===== src/rtl/param_updown_counter_pkg.sv =====
// ---------------------------------------------------------------------------
// counter_pkg
//   Shared types and helpers for the param_updown_counter slice.
//   - cnt_width(max) : number of bits needed to hold 0..max
//   - cnt_mode_e     : boundary behaviour (wrap or saturate)
//   - default modulus and prescale ratio used by the interface and top
// ---------------------------------------------------------------------------
package counter_pkg;

  localparam int DEFAULT_MAX_COUNT = 255;
  localparam int DEFAULT_PRESCALE  = 4;

  typedef enum logic {
    CNT_WRAP = 1'b0,
    CNT_SAT  = 1'b1
  } cnt_mode_e;

  // A modulus below 1 is illegal; returning 1 keeps widths sane regardless.
  function automatic int cnt_width(input int max);
    if (max < 1) begin
      return 1;
    end
    return $clog2(max + 1);
  endfunction

endpackage


===== src/rtl/param_updown_counter_if.sv =====
// ---------------------------------------------------------------------------
// param_updown_counter_if
//   Control/status bundle of the up/down counter.
//   master : drives en, up_dn, load, load_val, clr_ovf; observes count, tc, ovf
//   slave  : the counter itself
//   MAX_COUNT must match the MAX_COUNT of the counter it is connected to.
// ---------------------------------------------------------------------------
interface param_updown_counter_if
  import counter_pkg::*;
#(
  parameter int MAX_COUNT = DEFAULT_MAX_COUNT
);

  localparam int W = cnt_width(MAX_COUNT);

  logic         en;
  logic         up_dn;
  logic         load;
  logic [W-1:0] load_val;
  logic         clr_ovf;
  logic [W-1:0] count;
  logic         tc;
  logic         ovf;

  modport master (
    output en, up_dn, load, load_val, clr_ovf,
    input  count, tc, ovf
  );

  modport slave (
    input  en, up_dn, load, load_val, clr_ovf,
    output count, tc, ovf
  );

endinterface


===== src/rtl/param_updown_counter_prescaler.sv =====
// ---------------------------------------------------------------------------
// counter_prescaler
//   Divides the count enable by PRESCALE. The phase counter advances on each
//   enabled cycle through 0..PRESCALE-1; tick is high on the enabled cycle in
//   which the phase sits at PRESCALE-1, so the parent steps in that same cycle.
//   Ports:
//     clk    in  clock, posedge
//     rst_n  in  synchronous reset, active-low (phase -> 0)
//     en     in  enable; en=0 freezes the phase
//     clr    in  synchronous phase restart (phase -> 0), beats en
//     tick   out combinational divided enable
//   Only instantiated when PARAM_COUNTER_PRESCALE_EN is defined.
// ---------------------------------------------------------------------------
module counter_prescaler #(
  parameter int PRESCALE = 4
) (
  input  logic clk,
  input  logic rst_n,
  input  logic en,
  input  logic clr,
  output logic tick
);

  localparam int PS = (PRESCALE < 1) ? 1 : PRESCALE;
  localparam int PW = (PS > 1) ? $clog2(PS) : 1;
  localparam logic [PW-1:0] LAST = PW'(PS - 1);
  localparam logic [PW-1:0] ONE  = PW'(1);

  logic [PW-1:0] phase;
  logic          at_last;

  assign at_last = (phase == LAST);
  assign tick    = en && at_last;

  always_ff @(posedge clk) begin
    if (!rst_n) begin
      phase <= '0;
    end else if (clr) begin
      phase <= '0;
    end else if (en) begin
      phase <= at_last ? '0 : phase + ONE;
    end
  end

endmodule


===== src/rtl/param_updown_counter.sv =====
// ---------------------------------------------------------------------------
// param_updown_counter
//   Up/down counter modulo MAX_COUNT+1 with enable, synchronous load (clamped
//   to MAX_COUNT), wrap or saturate at the boundary, terminal-count strobe and
//   a sticky overflow/underflow flag. Used as the timing primitive for timers,
//   baud dividers and watchdogs.
//   Parameters:
//     MAX_COUNT  highest count value (>= 1)
//     SATURATE   0 = wrap at the boundary, 1 = hold at the boundary
//     PRESCALE   enable divide ratio, only with PARAM_COUNTER_PRESCALE_EN
//   Ports:
//     clk    in  clock, posedge
//     rst_n  in  synchronous reset, active-low
//     bus    slave modport of param_updown_counter_if:
//              en, up_dn, load, load_val, clr_ovf in; count, tc, ovf out
//   Build option:
//     PARAM_COUNTER_PRESCALE_EN  defined -> count steps once per PRESCALE
//                                enabled cycles; load restarts the phase
// ---------------------------------------------------------------------------
module param_updown_counter
  import counter_pkg::*;
#(
  parameter int MAX_COUNT = DEFAULT_MAX_COUNT,
  parameter int SATURATE  = 0,
  parameter int PRESCALE  = DEFAULT_PRESCALE
) (
  input logic                  clk,
  input logic                  rst_n,
  param_updown_counter_if.slave bus
);

  localparam int W = cnt_width(MAX_COUNT);
  localparam cnt_mode_e MODE = (SATURATE != 0) ? CNT_SAT : CNT_WRAP;
  localparam logic [W-1:0] MAX_V = W'(MAX_COUNT);
  localparam logic [W-1:0] ONE   = W'(1);

  logic [W-1:0] count_q;
  logic         ovf_q;
  logic         step;
  logic         at_bound;
  logic         tc_int;
  logic [W-1:0] load_clamped;
  logic [W-1:0] count_stepped;

`ifdef PARAM_COUNTER_PRESCALE_EN
  logic tick;

  counter_prescaler #(
    .PRESCALE (PRESCALE)
  ) u_prescaler (
    .clk   (clk),
    .rst_n (rst_n),
    .en    (bus.en),
    .clr   (bus.load),
    .tick  (tick)
  );

  // tick already carries en
  assign step = tick;
`else
  logic unused_prescale;
  assign unused_prescale = (PRESCALE < 1);
  assign step = bus.en;
`endif

  // Boundary depends only on registered count and up_dn, so load_val never
  // reaches tc combinationally.
  assign at_bound = bus.up_dn ? (count_q == MAX_V) : (count_q == '0);
  assign tc_int   = step && at_bound;

  // When MAX_COUNT+1 is a power of two this compare is never true and the
  // clamp folds away.
  assign load_clamped = (bus.load_val > MAX_V) ? MAX_V : bus.load_val;

  always_comb begin
    count_stepped = count_q;
    if (at_bound) begin
      if (MODE == CNT_WRAP) begin
        count_stepped = bus.up_dn ? '0 : MAX_V;
      end
    end else if (bus.up_dn) begin
      count_stepped = count_q + ONE;
    end else begin
      count_stepped = count_q - ONE;
    end
  end

  always_ff @(posedge clk) begin
    if (!rst_n) begin
      count_q <= '0;
      ovf_q   <= 1'b0;
    end else begin
      if (bus.load) begin
        count_q <= load_clamped;
      end else if (step) begin
        count_q <= count_stepped;
      end

      // Setting beats clearing; a load in the same cycle suppresses the set.
      if (tc_int && !bus.load) begin
        ovf_q <= 1'b1;
      end else if (bus.clr_ovf) begin
        ovf_q <= 1'b0;
      end
    end
  end

  assign bus.count = count_q;
  assign bus.tc    = tc_int;
  assign bus.ovf   = ovf_q;

endmodule


===== src/flat_wrapper.sv =====
// flat-port wrapper written by rule: the top's interface ports become plain ports
module param_updown_counter_flat import counter_pkg::*;
#(
  parameter int MAX_COUNT = DEFAULT_MAX_COUNT,
  parameter int SATURATE  = 0,
  parameter int PRESCALE  = DEFAULT_PRESCALE
)
  (clk, rst_n, bus_en, bus_up_dn, bus_load, bus_load_val, bus_clr_ovf, bus_count, bus_tc, bus_ovf);
  param_updown_counter_if #(.MAX_COUNT(MAX_COUNT)) bus_i ();
  input logic clk;
  input logic rst_n;
  input wire logic [$bits(bus_i.en)-1:0] bus_en;
  input wire logic [$bits(bus_i.up_dn)-1:0] bus_up_dn;
  input wire logic [$bits(bus_i.load)-1:0] bus_load;
  input wire logic [$bits(bus_i.load_val)-1:0] bus_load_val;
  input wire logic [$bits(bus_i.clr_ovf)-1:0] bus_clr_ovf;
  output wire logic [$bits(bus_i.count)-1:0] bus_count;
  output wire logic [$bits(bus_i.tc)-1:0] bus_tc;
  output wire logic [$bits(bus_i.ovf)-1:0] bus_ovf;
  assign bus_i.en = bus_en;
  assign bus_i.up_dn = bus_up_dn;
  assign bus_i.load = bus_load;
  assign bus_i.load_val = bus_load_val;
  assign bus_i.clr_ovf = bus_clr_ovf;
  assign bus_count = bus_i.count;
  assign bus_tc = bus_i.tc;
  assign bus_ovf = bus_i.ovf;
  param_updown_counter #(.MAX_COUNT(MAX_COUNT), .SATURATE(SATURATE), .PRESCALE(PRESCALE)) u_core (.clk(clk), .rst_n(rst_n), .bus(bus_i));
endmodule

===== config.mk =====
export PLATFORM = sky130hd
export DESIGN_NAME = param_updown_counter_flat
export DESIGN_NICKNAME = d
export VERILOG_FILES = /design/src/rtl/param_updown_counter_pkg.sv /design/src/rtl/param_updown_counter_if.sv /design/src/rtl/param_updown_counter_prescaler.sv /design/src/rtl/param_updown_counter.sv /design/src/flat_wrapper.sv
export SDC_FILE = /design/constraint.sdc
export NUM_CORES = 1
export LEC_CHECK = 0
export ABC_AREA = 1
export CAP_MARGIN = 0
export CORE_ASPECT_RATIO = 0.8
export CORE_MARGIN = 2
export CORE_UTILIZATION = 49
export CTS_BUF_LIST = sky130_fd_sc_hd__clkbuf_16
export CTS_CLUSTER_SIZE = 25
export DETAILED_ROUTE_END_ITERATION = 8
export PLACE_DENSITY = 0.83
export SLEW_MARGIN = 20
export SYNTH_ARGS = -nofsm -noshare
export SYNTH_HDL_FRONTEND = slang
export SYNTH_SLANG_ARGS = --single-unit

===== constraint.sdc =====
create_clock -name clk -period 3.75 [get_ports clk]
set_input_delay 0.75 -clock clk [delete_from_list [all_inputs] [get_ports clk]]
set_output_delay 0.75 -clock clk [all_outputs]
set_load 0.1 [all_outputs]

* Word level (Yosys, flattened, before mapping)
Cells that the tools add are included.
** Storage, ports and cells
- Flip-flop bits (word level) :: 9
- Input port bits :: 14
- Output and inout port bits :: 10
- Word-level logic and storage cells :: 21
** Operators by class
- $add $sub $neg :: 2
- $lt $le $gt $ge :: 1
- Eq/ne operators :: 1
- Mux-type cells :: 9
- Reductions and logical operators :: 6
** Operator list (count)
- $mux W8 :: 6
- $add A8 B1 Y8 const B :: 1
- $eq A8 B8 Y1 const B :: 1
- $gt A8 B8 Y1 const B :: 1
- $logic_not A8 Y1 :: 1
- $sub A8 B1 Y8 const B :: 1
- $reduce_bool A2 Y1 :: 2
- $mux W1 :: 3
- $logic_and A1 B1 Y1 :: 2
- $logic_not A1 Y1 :: 1

* Depth between registers and ports, before layout
- Depth after elaboration :: 5
- Depth in mapped cells :: 11
- Depth with buffers taken out :: 11

* Worst setup path after synthesis
OpenSTA, ideal clock, no wires.
- Path type :: reg-to-output
- Start :: register u_core.count_q[1], in the netlist u_core.bus.count[1]
- End :: output port bus_tc
- Arrival time :: 1.823 ns
- Data required time :: 3.000 ns
- Slack :: 1.177 ns
- Cell stages (with the launch flop) :: 6
- Path buffers :: 0
- Cell sequence :: dfxtp_1 -> nand3_1 -> nor2_2 -> nand2_2 -> inv_2 -> o21a_4
** Between the ends
- Cells in the longest elaborated chain, start to end :: 3
- Elaborated cells between the ends (all ways) :: 4
- Those cells by class :: eq/ne: 1; mux: 1; reduce/logical: 2
** RTL lines
- from (decl) :: line param_updown_counter.sv:37 : logic [W-1:0] count_q;
- from (signal assigned) :: line param_updown_counter.sv:94 : count_q <= load_clamped;
- from (signal assigned) :: line param_updown_counter.sv:96 : count_q <= count_stepped;
- $eq A8 B8 Y1 or $logic_not A8 Y1 (tied branches) :: line param_updown_counter.sv:68 : assign at_bound = bus.up_dn ? (count_q == MAX_V) : (count_q == '0);
- $mux W1 (*) :: line param_updown_counter.sv:68
- $logic_and A1 B1 Y1 (*) :: line param_updown_counter.sv:69 : assign tc_int = step && at_bound;
- to (decl) :: line flat_wrapper.sv:18 : output wire logic [$bits(bus_i.tc)-1:0] bus_tc;
Every way passes the cells marked *; elsewhere a longest branch is shown, timed or not.

* Worst setup path in the final report
- Start :: input port bus_up_dn
- End :: output port bus_tc
** Between the ends
- Cells in the longest elaborated chain, start to end :: 2
** RTL lines
- from (decl) :: line flat_wrapper.sv:13 : input wire logic [$bits(bus_i.up_dn)-1:0] bus_up_dn;
- $mux W1 :: line param_updown_counter.sv:68
- $logic_and A1 B1 Y1 :: line param_updown_counter.sv:69
No other way between the ends.

==> flow_summary.yaml <==
finish:
  seqCellArea_um2: 180
  multi_input_area_um2: 558
  final_cell_mix: "nand2_1 (34), clkdlybuf4s50_1 (22), inv_1 (17)"
  layout_commonest_cell: "nand2_1"
  nFillCells: 134
  drive_above_1_share_pct: 14.0
  areaGrowthSynthToFinish_pct: 41.3
  diodes: 0
  fin_area_um2: 1140
  nets: 172
worst_setup_path:
  crit_path_max_fanout: 8
  arrival_ns: 2.14
  rr_startpoint: "u_core.bus.count[0]"
  critical-path-max-stage-delay_ns: 0.53
  crit_path_end_kind: "output pin"
  critical_path.cell_chain: "clkdlybuf4s50_1 > nand3_1 > nor2_2 > nand2_2 > inv_2 > o21a_4 > buf_4"
  rrSetupSlack_ns: 2.16
  worstSetupPathType: "input port to output pin"
  ff2ff_path_depth: 10
  cp-start-kind: "input port"
  timing.rr.end: "u_core.bus.count[6]"
  cp.required_ns: 3.00
  cp_slowest_cell: "clkdlybuf4s50_1"
clock_tree:
  postCtsSetupBuffers: 0
  clk_path_buf_depth: 2
  hold_buffers: 0
  cts_buffers: 3
  cts_tree: "yes"
  h-tree-depth: 1
  cts_resized: 0
  clk_root_buffer_cell: "clkbuf_16"
  clk_latency_ns: 0.23
  cts_sinks: 9
  clk_pin_slew_ns: 0.04
power:
  vdd_drop_max_uv: 307
  power_mw: 0.505
  powerDensity_nw_per_um2: 442
  cellLeakagePower_nw: 0.555
run:
  cap_viol_max_count: 0
drt:
  dr.pass1.iters: 4
  antenna_left: 0
  routedWlPerCell_um: 13.0
  highest-signal-layer: "met4"
  route.vias.total: 898
  met3_length_um: 98
  avgViaCountPerCell: 5.22
  wl_met2_mm: 1.15
  drc_errors: 0
  wl_mm: 2.24
  dr.first_iter.drc_count: 28
  wl_met1_um: 957
die:
  num_io_pins: 24
  rows: 13
  core_um2: 1590
  dieArea_um2: 2000
  die_w_um: 49.4
  initial_core_util_pct: 50.8
  chipHeight_um: 40.4
logic_synthesis:
  syn_nets: 144
  yosysSeqAreaShare_pct: 22.3
  syn_inst: 123
  yosysWarnings: 0
  synth.avg_cell_area_um2: 6.58
  synth_seq_cells: 9
  synth_cell_type_count: 21
  syn_area_um2: 810
sta:
  slew_headroom_pct: 33.6
  rsz0062_at_grt: "false"
  hold_viol: 0
  fin_setup_tns_ns: 0
  fin_crit_sh_pct: 76.9
  setup_violations: 0
  min_period_ns: 2.89
  fmax_ghz: 0.347
  tightest_slew_ns: 0.993
  clock_skew_ns: 0.000807
  slew_violations: 0
global_routing:
  grt_pass1_wl_mm: 3.51
  grtUsageTotal_pct: 24.2
  gr-total-overflow: 0
  grt_max_degree: 9
  grt_pass1_vias: 849
  antenna_found_initial: 0
placement:
  place_area_um2: 1060
  gp_congestion: 0.864
  dp_hpwl_mm: 1.72
  io_buffers: 23
status:
  outcome: "finished, final reports clean"
min_path:
  worstHoldStart: "u_core.bus.ovf"
  hold_path_depth: 2
  hp-class: "flop to flop"
  min_delay_worst_endpoint: "u_core.bus.ovf"
[how the worst max path moves through the flow]
stage	cells after the start	slack (ns)	end	from
after floorplan	5	1.18	bus_tc	u_core.bus.count[1]
after global placement	7	0.94	bus_tc	bus_up_dn
after detailed placement	7	0.89	bus_tc	bus_up_dn
after CTS	7	0.87	bus_tc	bus_up_dn
after global routing	7	0.81	bus_tc	bus_up_dn
final	7	0.86	bus_tc	bus_up_dn
[routing by layer]
| layer | track usage (%) | up-vias |
|---|---|---|
| li1 | - | 458 |
| met5 | 0 | - |
| met1 | 25.0 | 410 |
| met3 | 8.21 | 4 |
| met4 | 8.33 | 0 |
| met2 | 48.0 | 26 |
[registers in the layout, summed over array words and instances, names as in the netlist]
register / cells
u_core.bus.ovf: 1
u_core.bus.count: 8
[cell type report]
type | count | share of cell area [%]
Multi-Input combinational cell | 95 | 48.8
Inverter | 19 | 6.24
Timing Repair Buffer | 23 | 19.9
Clock buffer | 3 | 6.56
Clock inverter | 1 | 0.328
Sequential cell | 9 | 15.8
Tap cell | 22 | 2.41
[logic make-up (layout without fill, tap and decap cells)]
| logic type | count (synthesis) | after routing | synth area share, % |
|---|---|---|---|
| xor gates and xnor gates | 2 | 2 | 2.16 |
| AOI/OAI and AO/OA | 20 | 20 | 18.2 |
| buffers and inverters | 19 | 46 | 8.81 |
| and+or+nand+nor | 66 | 66 | 36.8 |
| DFF | 9 | 9 | 22.3 |
| adders and majority gates | 7 | 7 | 11.7 |
[where the power goes]
part | internal [mW] | leakage [nW] | switching [mW]
clock network | 0.139 | 0.0423 | 0.0465
registers | 0.105 | 0.0748 | 0.0142
logic | 0.0661 | 0.438 | 0.134
[critical path, delay by kind of cell]
kind,cells,cell delay [ns]
simple gates,3,0.36
compound gates,1,0.13
buf+inv,3,0.89
[through the flow]
| stage | utilization [%] | worst slack (ns) | hold WS, ns | instances |
|---|---|---|---|---|
| global route | 71.7 | 0.805 | 0.516 | 172 |
| global placement | 66.8 | 0.941 | 0.464 | 168 |
| CTS | 71.7 | 0.867 | 0.497 | 172 |
| finish | 71.7 | 0.864 | 0.499 | 172 |
| floorplan | - | 1.18 | 0.888 | 123 |
| detailed placement | 66.8 | 0.893 | 0.491 | 168 |
[cells in the mapped netlist, drive strengths merged]
| master | instances | area, um2 |
|---|---|---|
| xnor2 | 1 | 8.76 |
| ha | 6 | 75.1 |
| xor2 | 1 | 8.76 |
| dfxtp | 9 | 180 |
| o221ai | 5 | 43.8 |
| fa | 1 | 20.0 |
| a21oi | 11 | 66.3 |
| inv | 19 | 71.3 |
| nand2 | 36 | 140 |
| or2 | 1 | 6.26 |
| nand3 | 12 | 70.1 |
| o211ai | 2 | 15.0 |
| nor2 | 17 | 81.3 |
| o21a | 2 | 22.5 |
(Power assumes the default switching activity.)
